`config.mk`:
```
export PLATFORM = sky130hd
export DESIGN_NAME = sys_bus_regbank
export DESIGN_NICKNAME = d
export VERILOG_FILES = /design/src/rtl/sys_bus_regbank_pkg.sv /design/src/rtl/sys_bus_rsp_pipe.sv /design/src/rtl/sys_bus_regbank.sv
export SDC_FILE = /design/constraint.sdc
export NUM_CORES = 1
export LEC_CHECK = 0
export BUFFER_PORTS_ARGS = -buffer_cell sky130_fd_sc_hd__buf_2
export CAP_MARGIN = 5
export CORE_UTILIZATION = 40
export DETAILED_ROUTE_END_ITERATION = 7
export HOLD_SLACK_MARGIN = 0.06
export PLACE_DENSITY = 0.7
export SLEW_MARGIN = 20
export SYNTH_ARGS = -nofsm -noshare
export SYNTH_HDL_FRONTEND = slang
export SYNTH_HIERARCHICAL = 1
export SYNTH_SLANG_ARGS = --single-unit
```
`constraint.sdc`:
```
create_clock -name clk_i -period 2.7 [get_ports clk_i]
set_clock_uncertainty 0.1 [all_clocks]
set_input_delay 0.27 -clock clk_i [delete_from_list [all_inputs] [get_ports clk_i]]
set_output_delay 0.27 -clock clk_i [all_outputs]
set_load 0.05 [all_outputs]
```
`src/rtl/sys_bus_regbank_pkg.sv`:
```
// Shared definitions for the system-bus housekeeping register bank:
// register offsets, control bit positions and the response pipeline word.
package sys_bus_regbank_pkg;

    localparam logic [31:0] REG_ID       = 32'h00;
    localparam logic [31:0] REG_SCRATCH  = 32'h04;
    localparam logic [31:0] REG_LED      = 32'h08;
    localparam logic [31:0] REG_CNT_LO   = 32'h10;
    localparam logic [31:0] REG_CNT_HI   = 32'h14;
    localparam logic [31:0] REG_CNT_CTRL = 32'h18;

    localparam int unsigned CNT_CTRL_EN  = 0;
    localparam int unsigned CNT_CTRL_CLR = 1;

    typedef struct packed {
        logic        ack;
        logic        err;
        logic [31:0] rdata;
    } sys_rsp_t;

endpackage

```
`src/rtl/sys_bus_rsp_pipe.sv`:
```
// Fixed-depth shift register carrying bus responses from decode to the bus outputs.
// A synchronous flush drops every response still in flight.
module sys_bus_rsp_pipe
    import sys_bus_regbank_pkg::*;
#(
    parameter int unsigned Depth = 1
) (
    input  logic     clk_i,
    input  logic     flush_i,
    input  sys_rsp_t rsp_i,
    output sys_rsp_t rsp_o
);

    sys_rsp_t stage_q [Depth];

    always_ff @(posedge clk_i) begin
        if (flush_i) begin
            for (int i = 0; i < int'(Depth); i++) begin
                stage_q[i] <= '0;
            end
        end else begin
            stage_q[0] <= rsp_i;
            for (int i = 1; i < int'(Depth); i++) begin
                stage_q[i] <= stage_q[i-1];
            end
        end
    end

    assign rsp_o = stage_q[Depth-1];

endmodule

```
`src/rtl/sys_bus_regbank.sv`:
```
// Baseline PS system-bus responder: ID, scratch, LED and a 64-bit cycle counter
// whose high word is captured into a shadow whenever the low word is read.
module sys_bus_regbank
    import sys_bus_regbank_pkg::*;
#(
    parameter logic [31:0] ID_VALUE = 32'h5250_0001,
    parameter int unsigned ACK_LAT  = 1,
    parameter int unsigned ADDR_W   = 20
) (
    input  logic        clk_i,
    input  logic        rst_i,
    input  logic [31:0] sys_addr_i,
    input  logic [31:0] sys_wdata_i,
    input  logic        sys_wen_i,
    input  logic        sys_ren_i,
    output logic [31:0] sys_rdata_o,
    output logic        sys_err_o,
    output logic        sys_ack_o,
    output logic [7:0]  led_o
);

    logic [ADDR_W-1:0] offset;
    logic              unused_addr;
    logic              mapped, writable, err, do_wr, do_rd;
    logic [31:0]       rd_val;
    sys_rsp_t          rsp_in, rsp_out;

    logic [31:0] scratch_q, scratch_d;
    logic [7:0]  led_q, led_d;
    logic [63:0] cnt_q, cnt_d;
    logic        cnt_en_q, cnt_en_d;
    logic [31:0] hi_shadow_q, hi_shadow_d;

    assign offset      = sys_addr_i[ADDR_W-1:0];
    assign unused_addr = ^sys_addr_i[31:ADDR_W];

    always_comb begin
        mapped   = 1'b1;
        writable = 1'b0;
        rd_val   = '0;
        case (offset)
            ADDR_W'(REG_ID):       rd_val = ID_VALUE;
            ADDR_W'(REG_SCRATCH): begin
                rd_val   = scratch_q;
                writable = 1'b1;
            end
            ADDR_W'(REG_LED): begin
                rd_val   = {24'h0, led_q};
                writable = 1'b1;
            end
            ADDR_W'(REG_CNT_LO):   rd_val = cnt_q[31:0];
            ADDR_W'(REG_CNT_HI):   rd_val = hi_shadow_q;
            ADDR_W'(REG_CNT_CTRL): begin
                rd_val   = {31'h0, cnt_en_q};
                writable = 1'b1;
            end
            default:               mapped = 1'b0;
        endcase

        err = (sys_wen_i || sys_ren_i) &&
              ((sys_wen_i && sys_ren_i) || (offset[1:0] != 2'b00) || !mapped ||
               (sys_wen_i && !writable));
        do_wr = sys_wen_i && !err;
        do_rd = sys_ren_i && !err;

        rsp_in.ack   = sys_wen_i || sys_ren_i;
        rsp_in.err   = err;
        rsp_in.rdata = do_rd ? rd_val : 32'h0;
    end

    always_comb begin
        scratch_d   = scratch_q;
        led_d       = led_q;
        cnt_en_d    = cnt_en_q;
        hi_shadow_d = hi_shadow_q;
        cnt_d       = cnt_en_q ? cnt_q + 64'd1 : cnt_q;

        if (do_wr) begin
            case (offset)
                ADDR_W'(REG_SCRATCH):  scratch_d = sys_wdata_i;
                ADDR_W'(REG_LED):      led_d     = sys_wdata_i[7:0];
                ADDR_W'(REG_CNT_CTRL): begin
                    cnt_en_d = sys_wdata_i[CNT_CTRL_EN];
                    // Clear wins over the increment of this same edge.
                    if (sys_wdata_i[CNT_CTRL_CLR]) begin
                        cnt_d = '0;
                    end
                end
                default: ;
            endcase
        end

        if (do_rd && (offset == ADDR_W'(REG_CNT_LO))) begin
            hi_shadow_d = cnt_q[63:32];
        end
    end

    always_ff @(posedge clk_i) begin
        if (rst_i) begin
            scratch_q   <= '0;
            led_q       <= '0;
            cnt_q       <= '0;
            cnt_en_q    <= 1'b1;
            hi_shadow_q <= '0;
        end else begin
            scratch_q   <= scratch_d;
            led_q       <= led_d;
            cnt_q       <= cnt_d;
            cnt_en_q    <= cnt_en_d;
            hi_shadow_q <= hi_shadow_d;
        end
    end

    sys_bus_rsp_pipe #(
        .Depth (ACK_LAT)
    ) u_rsp_pipe (
        .clk_i   (clk_i),
        .flush_i (rst_i),
        .rsp_i   (rsp_in),
        .rsp_o   (rsp_out)
    );

    assign sys_ack_o   = rsp_out.ack;
    assign sys_err_o   = rsp_out.err;
    assign sys_rdata_o = rsp_out.rdata;
    assign led_o       = led_q;

endmodule

```
-- Yosys cells after proc, flatten, opt, wreduce, memory -nomap -nowiden
Memory sizes are Yosys's and may differ from the RTL's.
Index checks and enable logic that the tools add are counted.
- memory bits (read-only): 0
- output and inout port bits: 42
- memories: 1
- RAM bits: 34
- bits of input ports: 68
- word-level logic and storage cells: 46
- flip-flop bits (word level): 137
- latch bits: 0
- shift operators: 0
- order comparisons: 0
- multipliers: 0
- reduce and logical (&&, ||, !) cells: 21
- muxes and demuxes: 13
- equal/unequal tests: 5
- bitwise gates (word level): 0
- $add $sub $neg: 1
- div/mod/pow operators: 0
- memories (name ; depth ; width ; read ports ; clocked after Yosys merged registers in ; wr ports ; RTL line ; RTL):
    u_rsp_pipe.stage_q ; 1 ; 34 ; 1 ; 0 ; 1 ; sys_bus_rsp_pipe.sv:14 ; sys_rsp_t stage_q [Depth];
- operator list (kind ; count):
    $mux W64 ; 4
    $pmux W32 S6 ; 1
    $add A64 B1 Y64 const B ; 1
    $eq A20 B5 Y1 const B ; 3
    $mux W34 ; 1
    $reduce_or A34 Y1 ; 1
    $mux W32 ; 1
    $eq A20 B3 Y1 const B ; 1
    $eq A20 B4 Y1 const B ; 1
    $logic_not A20 Y1 ; 1
    $logic_and A1 B1 Y1 ; 6
    $mux W1 ; 6
    $reduce_and A2 Y1 ; 3
    $reduce_or A6 Y1 ; 1
    $logic_or A1 B1 Y1 ; 4
    $logic_not A1 Y1 ; 3
    $reduce_or A3 Y1 ; 1
    $reduce_bool A2 Y1 ; 1

-- Logic depth before layout (Yosys ltp)
Gate-level depths: netlist (run 1).
- depth after elaboration: 11
- depth in mapped cells: 8
- depth with buffers taken out: 6

-- Modules after synthesis
The synthesis (run 1) kept the hierarchy.
- by module, submodules not included (module ; cells each ; sequential area each (um2) ; area each (um2) ; instances):
    sys_bus_regbank ; 786 ; 2742.6 ; 6678.9 ; 1
    sys_bus_rsp_pipe ; 71 ; 680.7 ; 937.1 ; 1

-- Worst setup path before layout (run 1)
Ideal clock, no wire load.
- kind: input port to flip-flop
- start: input port sys_addr_i[1]
- end: memory u_rsp_pipe/stage_q[0][30] (netlist name)
- library setup time: 0.065 ns
- required time: 2.535 ns
- stages: 7
- buffers on the path: 1
- slack: 0.695 ns
- arrival time: 1.840 ns
- cell sequence: nor4_2 -> nand3_2 -> nor3_4 -> nand3b_1 -> clkbuf_1 -> a211oi_1 -> nor2b_1
- RTL lines (what ; RTL line ; RTL):
    start, declared ; sys_bus_regbank.sv:12 ; input logic [31:0] sys_addr_i,
    end, declared ; sys_bus_rsp_pipe.sv:14 ;

-- Worst setup path after layout (run 1)
- start: register cnt_q[24]
- end: register cnt_q[51]
- longest elaborated chain between the ends: 5
- ends and longest elaborated chain (what ; RTL line ; RTL):
    start, declared ; sys_bus_regbank.sv:30 ; logic [63:0] cnt_q, cnt_d;
    start signal, assigned ; sys_bus_regbank.sv:108 ; cnt_q <= cnt_d;
    $add A64 B1 Y64 (*) ; sys_bus_regbank.sv:76 ; cnt_d = cnt_en_q ? cnt_q + 64'd1 : cnt_q;
    $mux W64 (*) ; sys_bus_regbank.sv:76 ;
    $mux W64 ; sys_bus_regbank.sv:85 ; if (sys_wdata_i[CNT_CTRL_CLR]) begin
    $mux W64 ; sys_bus_regbank.sv:79 ; case (offset)
    $mux W64 (*) ; sys_bus_regbank.sv:78 ; if (do_wr) begin
Every way passes the cells marked *; elsewhere a longest branch is shown, timed or not.
A chain may end at the register's enable or synchronous reset.

==> metrics.csv, run 1 <==
metric,value,unit
finalHoldViolCount,0,
power,5.252,mW
nFillCells,1688,
synth_top_area_share,44.95,%
place_area,8412,sq um
yosysTopAreaCell,dfxtp_1,
cp-endpoint,cnt_q[51],
synth.distinct_cells,55,
htreeDepth,4,
place_hpwl,12.69,mm
antenna_found_initial,0,
ys.flop_type,dfxtp_1,
die_w,140.0,um
yosysMostFrequentCell,dfxtp_1,
seq_power_share,48.2,%
synth_fp_nets,926,
core_area,18710,sq um
clock_power_share,47.7,%
worstPathArrival,2630,ps
synthTopCellsByCount,"dfxtp_1, nor2_1, nand2_1",
slew_headroom,58.07,%
seq_area_frac_synth,44.95,%
buffer_ports.inserted,97,
synth.avg_cell_area,8.887,sq um
power_density,562.3,nW/um^2
critical_path.slowest_cell,nor4_1,
critPathLaunch,cnt_q[24],
final_cell_area,9341,sq um
ys_warn_count,6,
period_share,87.58,%
synth-seq-cells,171,
fin_nets,1056,
drtAntennaViolNets,0,
reg2reg_depth,5,
p_comb_share,4.1,%
grt_pass1_wl,31.24,mm
async_flop_share,0,%
sw_frac_of_total,21.68,%
leakage,3.413,nW
cp-end-kind,flip-flop,
crit_type,reg2reg,
grt_usage,19.83,%
cp.depth,5,
period_minus_slack,2365,ps
outcome,"complete, no violations",
clk_path_buf_depth,2,
synth_area_leaders,"dfxtp_1, mux2i_1, nor2_1",
num_vias,6551,
fmax,422.9,MHz
cts_sinks,171,
crit_fanout,6,
r2r-start,cnt_q[24],
avgRoutedWirePerCell,15.31,um
cp_top_family,simple AND/OR/NAND/NOR gates,
die_h,140.0,um
setup_viol,0,
p_sw,1.139,mW
drive_gt1_share,20.60,%
regArea,3423,sq um
via_per_inst,5.309,
start_kind,flip-flop,
die_area,19600,sq um
drt_iter0_drc,339,
multi_input_area,3946,sq um
n_antenna_cell,0,
grt_max_degree,58,
cts_buffers,17,
grt_overflow,0,
cts.repair.resized,0,
internal_power,4.113,mW
ioPinCount,110,
hp-class,in2reg,
clk_latency,420,ps
routed_wl,18.89,mm
drcViolationCount,0,
start_util,40.72,%
slew_violations,0,
clk_pin_slew_worst_paths,60,ps
dr.pass1.iters,4,
worst_slew_pin_slew,623.2,ps
synth_edf_count,0,
cts_tree,yes,
synthCells,857,
first_global_vias,6407,
r2r-end,cnt_q[51],
ff2ff_setup_slack,340,ps
peakVddDrop,0.0003381,V
drv_cap,0,
synthesis.area,7616,sq um
cp_data_required_time,2960,ps
place_congestion,0.8657,
crit_buf_inv,0,
slowest_delay,610,ps
rsz0062_at_grt,false,
cts-root-buf,clkbuf_16,
area_growth,22.65,%
fin_tns_setup,0,ps
row_count,50,
crit_chain,nand3_1 -> nor4_1 -> and4_1 -> or3b_1 -> a21oi_2,
[repair_timing]
item,CTS,global route
setup buffers,0,0
hold endpoints to repair,41,0
hold buffers,32,0
[placed cells by master, fill, tap and decap left out, drive strengths merged, types with 28 or more instances in the layout]
cell / netlist / routed
nor2: 117 / 117
mux2i: 46 / 46
nand2: 88 / 88
nand3: 31 / 31
nand4: 28 / 28
dfxtp: 171 / 171
a21oi: 61 / 61
dlygate4sd3: 0 / 32
nor2b: 41 / 41
buf: 21 / 125
[worst min path at each step]
stage,startpoint,end,slack [ps],cells after the start
after floorplan,sys_wdata_i[0],cnt_en_q,290,1
after global placement,scratch_q[1],scratch_q[1],340,2
after detailed placement,scratch_q[3],scratch_q[3],340,2
after CTS,rst_i,led_o[1],130,2
after global routing,rst_i,hi_shadow_q[30],140,2
final,rst_i,led_o[1],130,2
[worst reg2reg max path, stage by stage (launching register included)]
cell     delay (ps)
dfxtp_1         490
nand3_1         220
nor4_1          610
and4_1          380
or3b_1          380
a21oi_2         130
[kinds of logic (layout without fill, tap and decap cells)]
family | count (synthesis) | in the layout | synth area share (%)
and+or+nand+nor | 391 | 391 | 26.98
adders and majority gates | 1 | 1 | 0.1643
DFF | 171 | 171 | 44.95
buffers and inverters | 53 | 196 | 3.286
AOI/OAI and AO/OA | 132 | 132 | 10.45
xor gates and xnor gates | 36 | 36 | 4.140
muxes | 73 | 73 | 10.04
[layer usage]
layer / vias to the layer above / track usage (%) / share of wire, % / wire [um]
li1: 3276 / - / - / -
met1: 3099 / 23.44 / 45 / 8494
met2: 148 / 35.76 / 50 / 9395
met3: 28 / 3.829 / 3.5 / 669
met4: 0 / 6.709 / 1.8 / 334
met5: - / 0 / 0 / 0
[power groups by stage]
| stage | logic (mW) | clock network (mW) | registers (mW) |
|---|---|---|---|
| 2_1_floorplan | 0.0960 | 0 | 2.60 |
| 5_1_grt | 0.234 | 2.64 | 2.53 |
| 4_1_cts | 0.214 | 2.54 | 2.53 |
| 3_5_place_dp | 0.178 | 0 | 2.59 |
| 3_3_place_gp | 0.176 | 0 | 2.59 |
| 6_report | 0.216 | 2.50 | 2.53 |
[cell type report]
class,count,share of cell area [%]
clock buffer,20,4.782
clock inverter,12,1.741
inverter,7,0.2813
multi-input combinational,633,42.24
sequential,171,36.65
tap,234,3.134
timing repair buffer,157,11.17
[state kept, by name (all words and copies together) (netlist names)]
register and cells:
scratch_q 32, cnt_en_q 1, led_o 8, u_rsp_pipe/stage_q 34, cnt_q 64, hi_shadow_q 32
[metrics by stage]
step	hold WS (ps)	cells	worst slack [ps]	utilization, %
2_1_floorplan	287.9	857	694.6	-
3_3_place_gp	338.9	1170	379.4	44.97
3_5_place_dp	343.6	1170	325.6	44.97
4_1_cts	126.3	1234	373.1	49.94
5_1_grt	136.3	1234	193.7	49.94
6_report	131.2	1234	335.3	49.94
Note: power is estimated with default switching activity, not from simulation.
==> run 2: changes to the inputs <==
--- a/config.mk
+++ b/config.mk
@@ -7,10 +7,12 @@
 export LEC_CHECK = 0
 export BUFFER_PORTS_ARGS = -buffer_cell sky130_fd_sc_hd__buf_2
 export CAP_MARGIN = 5
+export CELL_PAD_IN_SITES_DETAIL_PLACEMENT = 0
+export CELL_PAD_IN_SITES_GLOBAL_PLACEMENT = 1
 export CORE_UTILIZATION = 40
 export DETAILED_ROUTE_END_ITERATION = 7
 export HOLD_SLACK_MARGIN = 0.06
-export PLACE_DENSITY = 0.7
+export PLACE_DENSITY = 0.85
 export SLEW_MARGIN = 20
 export SYNTH_ARGS = -nofsm -noshare
 export SYNTH_HDL_FRONTEND = slang
==> run 2 against run 1 <==
  * Die area unchanged
  * Critical path depth unchanged
  * Non-clock buffer count down 1
  * Clock power down 2%
  * Power down 0.99%
  * Sequential share of layout area about the same
  * Critical endpoint unchanged
  * Count of clock-buffer cells in the layout down 3
  * Largest power group unchanged
  * Combinational power about the same
  * Cell count about the same
  * Core utilization about the same
==> metrics.csv, run 2 (synthesized netlist as in run 1, its figures left out) <==
metric,value,unit,change
outcome,"complete, no violations",,
start_util,40.72,%,unchanged
buffer_ports.inserted,97,,unchanged
finalHoldViolCount,0,,unchanged
dp_cells,1169,,-0.085%
num_vias,6495,,-0.85%
antenna_found_initial,0,,unchanged
cts-root-buf,clkbuf_16,,
row_count,50,,unchanged
crit_fanout,7,,+1
largest_reg_flops,64,,unchanged
fin_nets,1055,,-0.095%
drt_iter0_drc,399,,+18%
nFillCells,1756,,+4.0%
worstPathArrival,2580,ps,-50 ps
fin_tns_setup,0,ps,unchanged
postCtsSetupBuffers,0,,unchanged
reg_top3,"cnt_q (64), u_rsp_pipe/stage_q (34)",,
critical_path.slowest_cell,nor4_1,,
drtAntennaViolNets,0,,unchanged
cts.repair.resized,0,,unchanged
cp_top_family,simple AND/OR/NAND/NOR gates,,
via_per_inst,5.268,,-0.77%
hold_buffers,32,,unchanged
worst_slew_pin_slew,670.6,ps,+47.33 ps
crit_chain,nand3_1 -> nor4_1 -> and4_1 -> or3b_1 -> a21oi_2,,
peakVddDrop,0.0005007,V,+48%
period_share,85.67,%,-1.9 points
min_from,sys_wen_i,,
n_antenna_cell,0,,unchanged
final_core_util,49.97,%,about the same
place_congestion,0.8526,,-1.5%
min_path_cells,3,,+1
grt_usage,19.49,%,-0.34 points
r2r-end,cnt_q[51],,
leakage,3.414,nW,about the same
setup_ws,386.9,ps,+51.51 ps
first_global_vias,6232,,-2.7%
slew_violations,0,,unchanged
period_minus_slack,2313,ps,-51.51 ps
ff2ff_setup_slack,390,ps,+50 ps
slowest_delay,540,ps,-70 ps
grt_overflow,0,,unchanged
hp-class,in2reg,,
cp-end-kind,flip-flop,,
fmax,432.3,MHz,+2.2%
drcViolationCount,0,,unchanged
ioPinCount,110,,unchanged
layout_common_cells,"dfxtp_1, nor2_1, buf_2",,
drv_cap,0,,unchanged
power_density,556.4,nW/um^2,-1.0%
area_growth,22.72,%,about the same
core_area,18710,sq um,unchanged
clk_latency,430,ps,about the same
reg2reg_depth,5,,unchanged
rsz0062_at_grt,false,,
grt_pass1_wl,30.57,mm,-2.1%
drive_gt1_share,20.72,%,+0.12 points
clk_path_buf_depth,2,,unchanged
die_area,19600,sq um,unchanged
avgRoutedWirePerCell,15.09,um,-1.4%
place_hpwl,12.67,mm,-0.19%
largest_register,cnt_q,,
grt_max_degree,66,,+14%
crit_type,reg2reg,,
htreeDepth,4,,unchanged
slew_headroom,55.30,%,-2.8 points
final_cells,1233,,-0.081%
crit_buf_inv,0,,unchanged
routed_wl,18.61,mm,-1.5%
hold_slack,167.6,ps,+36.37 ps
mostFrequentLayoutCell,dfxtp_1,,
dr.pass1.iters,4,,unchanged
r2r-start,cnt_q[21],,
die_h,140.0,um,unchanged
cts_buffers,17,,unchanged
hold_end,u_rsp_pipe/stage_q[0][33],,
die_w,140.0,um,unchanged
dp_slack,437.9,ps,+112.4 ps
cts_sinks,171,,unchanged
setup_viol,0,,unchanged
cp_data_required_time,2970,ps,about the same
clk_pin_slew_worst_paths,70,ps,about the same
cts_tree,yes,,
start_kind,flip-flop,,
run 2: cell count changes in the layout (fill, tap and decap cells not counted), sizes merged:
cell,delta
inv,+6
clkbuf,-3
clkinvlp,-1
buf,-1
bufinv,-2
run 2: per-layer routing:
metal	up-vias	GRT usage (%)	part of all wire, %
li1	3259	-	-
met1	3058	24.13	46
met2	159	33.87	48
met3	19	4.547	4.1
met4	0	5.090	1.2
met5	-	0	0
run 2: power by group:
| group | internal, mW | total [mW] | switching [mW] | leakage [nW] |
|---|---|---|---|---|
| combinational | 0.0964 | 0.216 | 0.119 | 1.75 |
| clock | 1.32 | 2.45 | 1.13 | 0.290 |
| sequential | 2.53 | 2.53 | 0.00522 | 1.38 |
| total | 3.94 | 5.20 | 1.26 | 3.41 |
run 2: area by class of cell:
| type | instances | area, sq um | share of cell area, % |
|---|---|---|---|
| tap | 234 | 292.8 | 3.133 |
| timing repair buffer | 156 | 1061 | 11.35 |
| multi-input combinational | 633 | 3946 | 42.22 |
| clock inverter | 15 | 171.4 | 1.834 |
| inverter | 7 | 26.28 | 0.2811 |
| clock buffer | 17 | 425.4 | 4.552 |
| sequential | 171 | 3423 | 36.63 |
run 2: worst max path at each step:
stage / from / endpoint / slack [ps] / cells after the start
4_1_cts: cnt_q[21] / cnt_q[51] / 390 / 5
3_5_place_dp: cnt_q[21] / cnt_q[51] / 440 / 5
6_report: cnt_q[21] / cnt_q[51] / 390 / 5
2_1_floorplan: sys_addr_i[1] / u_rsp_pipe/stage_q[0][30] / 690 / 7
5_1_grt: cnt_q[0] / cnt_q[44] / 220 / 6
3_3_place_gp: cnt_q[21] / cnt_q[51] / 470 / 5
run 2: per-stage QoR:
step | area (sq um) | power, mW
final | 9346 | 5.200
after global routing | 9346 | 5.379
after CTS | 9346 | 5.244
after detailed placement | 8429 | 2.770
after global placement | 8429 | 2.768
after floorplan | 7616 | 2.692
run 2: worst min-delay path: stages:
cell and delay [ps]:
buf_2 140, or2_2 120, and2b_2 130
